$ cat config.mk
export PLATFORM = sky130hd
export DESIGN_NAME = sequenciador_rpn
export DESIGN_NICKNAME = d
export VERILOG_FILES = /design/src/rtl/sequenciador_rpn.sv
export SDC_FILE = /design/constraint.sdc
export NUM_CORES = 1
export LEC_CHECK = 0
export ABC_AREA = 1
export CORE_MARGIN = 1.5
export CORE_UTILIZATION = 43
export DETAILED_ROUTE_END_ITERATION = 16
export PLACE_DENSITY_LB_ADDON = 0.1
export SYNTH_ARGS = -nofsm -noshare
export SYNTH_HDL_FRONTEND = slang
export SYNTH_SLANG_ARGS = --single-unit
export TNS_END_PERCENT = 10
$ cat constraint.sdc
create_clock -name clk -period 1.6 [get_ports clk]
set_input_delay 0.24 -clock clk [delete_from_list [all_inputs] [get_ports clk]]
set_output_delay 0.24 -clock clk [all_outputs]
set_load 0.05 [all_outputs]
$ cat src/rtl/sequenciador_rpn.sv
// RPN calculator sequencer: loads operand A, operand B and the opcode on enter presses, then captures the ALU result.
// Define SEQ_RPN_ENCADEAMENTO_EN to chain results: a press while showing a result reuses it as operand A.
module sequenciador_rpn #(
   parameter int LARGURA    = 8,
   parameter int LARGURA_OP = 3
) (
   input  logic                  clk,
   input  logic                  reset,
   input  logic                  enter,
   input  logic [LARGURA-1:0]    dado_in,
   input  logic [LARGURA_OP-1:0] op_in,
   input  logic [LARGURA-1:0]    resultado_ula,
   output logic [1:0]            estado,
   output logic [LARGURA-1:0]    operando_a,
   output logic [LARGURA-1:0]    operando_b,
   output logic [LARGURA_OP-1:0] opcode,
   output logic                  ula_valido,
   output logic [LARGURA-1:0]    resultado,
   output logic                  res_valido
);

   typedef enum logic [1:0] {
      CARREGA_A  = 2'b00,
      CARREGA_B  = 2'b01,
      CARREGA_OP = 2'b10,
      MOSTRA_RES = 2'b11
   } estado_t;

   estado_t estado_q;
   logic    s1, s2, prev;
   logic    pulso;

   // Synchronizer and history flops reset high so a button held through reset
   // must be released and pressed again before it produces a pulse.
   always_ff @(posedge clk) begin
      if (reset) begin
         s1   <= 1'b1;
         s2   <= 1'b1;
         prev <= 1'b1;
      end else begin
         s1   <= enter;
         s2   <= s1;
         prev <= s2;
      end
   end

   assign pulso = s2 & ~prev;

   // ula_valido is a one-cycle strobe with no back-pressure: the ALU result is
   // taken unconditionally on the edge that ends the strobe cycle.
   always_ff @(posedge clk) begin
      if (reset) begin
         estado_q   <= CARREGA_A;
         operando_a <= '0;
         operando_b <= '0;
         opcode     <= '0;
         ula_valido <= 1'b0;
         resultado  <= '0;
         res_valido <= 1'b0;
      end else begin
         case (estado_q)
            CARREGA_A: begin
               if (pulso) begin
                  operando_a <= dado_in;
                  res_valido <= 1'b0;
                  estado_q   <= CARREGA_B;
               end
            end
            CARREGA_B: begin
               if (pulso) begin
                  operando_b <= dado_in;
                  estado_q   <= CARREGA_OP;
               end
            end
            CARREGA_OP: begin
               if (pulso) begin
                  opcode     <= op_in;
                  ula_valido <= 1'b1;
                  estado_q   <= MOSTRA_RES;
               end
            end
            MOSTRA_RES: begin
               // Pulses are spaced so they never land in the strobe cycle.
               if (ula_valido) begin
                  resultado  <= resultado_ula;
                  res_valido <= 1'b1;
                  ula_valido <= 1'b0;
               end else if (pulso) begin
`ifdef SEQ_RPN_ENCADEAMENTO_EN
                  operando_a <= resultado;
                  estado_q   <= CARREGA_B;
`else
                  estado_q   <= CARREGA_A;
`endif
               end
            end
            default: estado_q <= CARREGA_A;
         endcase
      end
   end

   assign estado = estado_q;

endmodule

* After elaboration in Yosys (flattened, before gate mapping) *
Index checks and enable logic that the tools add are counted.

storage, ports and cells
  bits in registers = 34
  bits of input ports = 22
  logic and storage cells = 42

operators by class
  eq/ne operators = 9
  muxes and demuxes = 11
  bitwise operators = 2
  reduce and logical (&&, ||, !) cells = 10

operators with widths
  operator                                                          count
  2-bit inequality test (second input constant)                     6
  2-bit 2-to-1 mux                                                  5
  2-bit AND reduction                                               5
  2-bit case mux with 4 select lines                                1
  5-bit AND reduction                                               1
  2-bit == test (second input constant)                             2
  1-bit case mux with 2 select lines                                2
  2-bit nonzero test                                                2
  1-bit 2-to-1 mux                                                  3
  3-bit AND reduction                                               1
  2-bit by 1-bit == test with 1-bit output (second input constant)  1
  2-bit logical NOT                                                 1
  1-bit AND                                                         1
  1-bit NOT                                                         1

* Depth between registers and ports, before layout *
  depth after elaboration = 5
  gate-level depth with buffers = 9
  gate-level depth less buffers = 8

* Worst setup path after synthesis *
Ideal clock, no wire load.

  kind = register to register
  from = register estado_q[1], in the netlist estado[1]
  to = register estado_q[0], in the netlist estado[0]
  library setup time = 117 ps
  arrival time = 1558 ps
  data required time = 1483 ps
  setup slack = -75 ps
  stages on the path, launching flop included = 10
  buffers on the path = 1
  clock period less this slack = 1675 ps
  path through = dfxtp_1 -> inv_1 -> ha_1 -> buf_6 -> nor2_1 -> nand2_1 -> nand2_1 -> nand3_1 -> nand2_1 -> nor2_1

between the ends
  longest elaborated chain between the ends = 3
  elaborated cells on any way between the ends = 11
  classes of those cells = 8 x eq/ne; 1 x mux; 2 x reduce/logical

RTL lines
  what                                                                    line  RTL
  start: declaration                                                      29    estado_t estado_q;
  start signal: assignment                                                53    estado_q <= CARREGA_A;
  start signal: assignment                                                66    estado_q <= CARREGA_B;
  start signal: assignment                                                72    estado_q <= CARREGA_OP;
  2-bit by 1-bit == test with 1-bit output, or another cell as far along  61    case (estado_q)
  2-bit inequality test (no line)                                         -
  5-bit AND reduction (no line)                                           -

Several ways; a longest one is shown, not always the timed one.
A chain may end at the register's enable or synchronous reset.

* Worst setup path in the final report *
Same ends and word-level chain as after synthesis.

==> metrics <==
Total GRT Usage=19.15%; largest net degree at the start of global routing=23; Max-Cap Viols=0; Post-Syn Area per Cell=around 8 µm²; H-tree levels=2; worst clock skew=a little over 0.01 ns; register area share after synthesis=between 40% and 50%; met2 Resource Use GR=between 30% and 40%; Layout Nets=251; peak fanout along the critical path=10; Synth Warn #=0; core area=0.003028 mm²; Worst slew margin=around three quarters; Critical Path Start Type=register; Mapped Area=about 0.0014 mm²; Die W=59.35 µm; final setup fails=0; Via Count=between 1k and 1.5k; WP data required=between 1.5 and 2 ns; Hold Buf Count CTS=0; Die Ht=59.35 µm; full die area=roughly 0.0035 mm²; post-route setup TNS=0 ns; Post-CTS Repair Setup Buffers=0; drc violations=0; Final Max Slew Viols=0; drt pass-1 iters=4; clk slew on worst S/H paths=roughly 0.1 ns; Worst-Margin Slew=around 0.39 ns; final clock period utilization by the worst path=between 80% and 90%; CTS tree=done; worst skew pair latency=roughly 0.33 ns; Yosys top cell by area=dfxtp_1; Peak VDD IR=~1.3 mV; GRT overflow=0; Top FF cell, synth=dfxtp_1; Sink Count=34; DRT Wirelength=3024 µm; Final Critical Period=~1.4 ns; first-pass GRT wire length=between 4000 and 5000 µm; Synth top area share=49.86%; worst slack at placement=approximately 0.19 ns; antenna viol nets, final=0; Worst EP arrival=roughly 1.6 ns; Synth cell types=18; IO Port Bufs=52; Fmax=706.9 MHz; Synth Instances=170; M3 GR Usage=8.079%; worst r2r src=estado[1]; met1 GRT Util=a little over a fifth; top cells by count, synth=34 x dfxtp_1, 32 x nand2_1, 23 x nor2_1; final hold vios=0; via/cell ratio=roughly 4.7; Final Util=about 63%; RD Place Congestion=0.7799; synthesized flop and latch total=34; cts bufs inserted=5; hold depth=1; post-DR wirelength/cell=11.33 µm; hold path startpoint=s1; R2R Setup Slk=0.19 ns; Area contributors post-synth=dfxtp_1 50%, nand2_1 8.8%, a21oi_1 8.1%; initial antenna violation count=0; asr flop ratio synth=0%; RSZ-0062 raised after global routing=no; CTS max path bufs=2; hpwl dp=2228 µm; Antenna Cells=0; Starting Density=45.08%; root buf cell=clkbuf_4; cts repair resizes=0; most frequent cell after synthesis=dfxtp_1; GR peak layer=met2; R2R cell count=8; Critical Path End Type=register; LEAKAGE=between 0.7 and 0.8 nW; IO Count=53; Layout area overhead=39.78%; worst setup margin=0.1853 ns; r2r endpoint=estado[0]; number of global-route vias before repair=about 1.2k; layout cells sized above 1=21.52%; Hold WC Path Type=register to register; status=complete, no violations; Pwr per Cell Area=1142 mW/mm²; end of the worst hold path=s2; Detailed Route Iter0 Violations=54; EDFF count, synth=0; Synthesized Nets=198; Cell Rows=20; critical path class=register to register
==> stage by stage <==
| stage | cell area [µm²] | total power, mW | hold slack [ns] | cells |
|---|---|---|---|---|
| after floorplan | 1368 | 1.385 | 0.3438 | 170 |
| after global placement | 1827 | 1.553 | 0.3977 | 260 |
| after detailed placement | 1827 | 1.562 | 0.3984 | 260 |
| after CTS | 1908 | 2.205 | 0.4228 | 267 |
| after global routing | 1908 | 2.311 | 0.4373 | 267 |
| final | 1908 | 2.178 | 0.4184 | 267 |
==> where the power goes <==
| group | internal (mW) | total, mW | switching [mW] |
|---|---|---|---|
| combinational | 0.215 | 0.611 | 0.396 |
| sequential | 0.889 | 0.934 | 0.0449 |
| clock | 0.364 | 0.633 | 0.269 |
| total | 1.47 | 2.18 | 0.710 |
==> cells by family after synthesis <==
| group | synth area share (%) |
|---|---|
| buf+inv | 6.416 |
| flops | 49.86 |
| compound gates | 11.55 |
| fa+ha+maj | 5.499 |
| simple gates | 26.67 |
==> how the worst max path moves through the flow <==
stage | to | cells after the start | startpoint | slack [ns]
floorplan | estado[0] | 9 | estado[1] | 0.15
global placement | estado[0] | 8 | estado[1] | 0.24
detailed placement | resultado[7] | 4 | reset | 0.19
CTS | estado[0] | 8 | estado[1] | 0.17
global route | estado[1] | 8 | estado[1] | 0.02
finish | estado[0] | 8 | estado[1] | 0.19
==> placed cells by master, fill, tap and decap left out <==
master | Yosys | routed
a21boi_0 | 1 | 1
a21oi_1 | 22 | 22
buf_4 | 1 | 33
bufinv_16 | 0 | 1
clkbuf_4 | 0 | 5
clkbuf_8 | 0 | 1
clkdlybuf4s50_1 | 0 | 21
dfxtp_1 | 34 | 32
dfxtp_2 | 0 | 2
ha_1 | 6 | 6
inv_1 | 8 | 8
inv_2 | 1 | 1
nand2_1 | 32 | 32
nand2_2 | 1 | 1
nand2_8 | 1 | 1
nand3_1 | 21 | 21
nand3b_1 | 1 | 1
nor2_1 | 23 | 23
o21ai_0 | 8 | 8
or2_2 | 3 | 3
==> final cells by class <==
type	instances	area, µm²
fill	272	1120
sequential	34	683.2
multi-input combinational	119	596.8
timing repair buffer	54	457.9
tap	44	55.05
clock buffer	6	51.30
inverter	9	33.78
clock inverter	1	30.03
==> sequential cells by signal, indices dropped and copies added, names as in the netlist <==
| signal | cells |
|---|---|
| estado | 2 |
| opcode | 3 |
| operando_a | 8 |
| operando_b | 8 |
| prev | 1 |
| res_valido | 1 |
| resultado | 8 |
| s1 | 1 |
| s2 | 1 |
| ula_valido | 1 |
==> layer usage <==
| metal | part of all wire, % | wire length, µm |
|---|---|---|
| met5 | 0 | 0 |
| met2 | 50 | 1508 |
| met1 | 42 | 1271 |
| met4 | 0.99 | 30 |
| met3 | 7.1 | 214 |
==> worst max-delay path: stages (launching register included) <==
cell and delay [ns]:
dfxtp_2 0.39, inv_1 0.09, ha_1 0.31, nor2_1 0.13
nand2_1 0.06, nand2_1 0.12, nand3_1 0.09, nand2_1 0.07
nor2_1 0.04
Power figures use the tool's default switching activity.
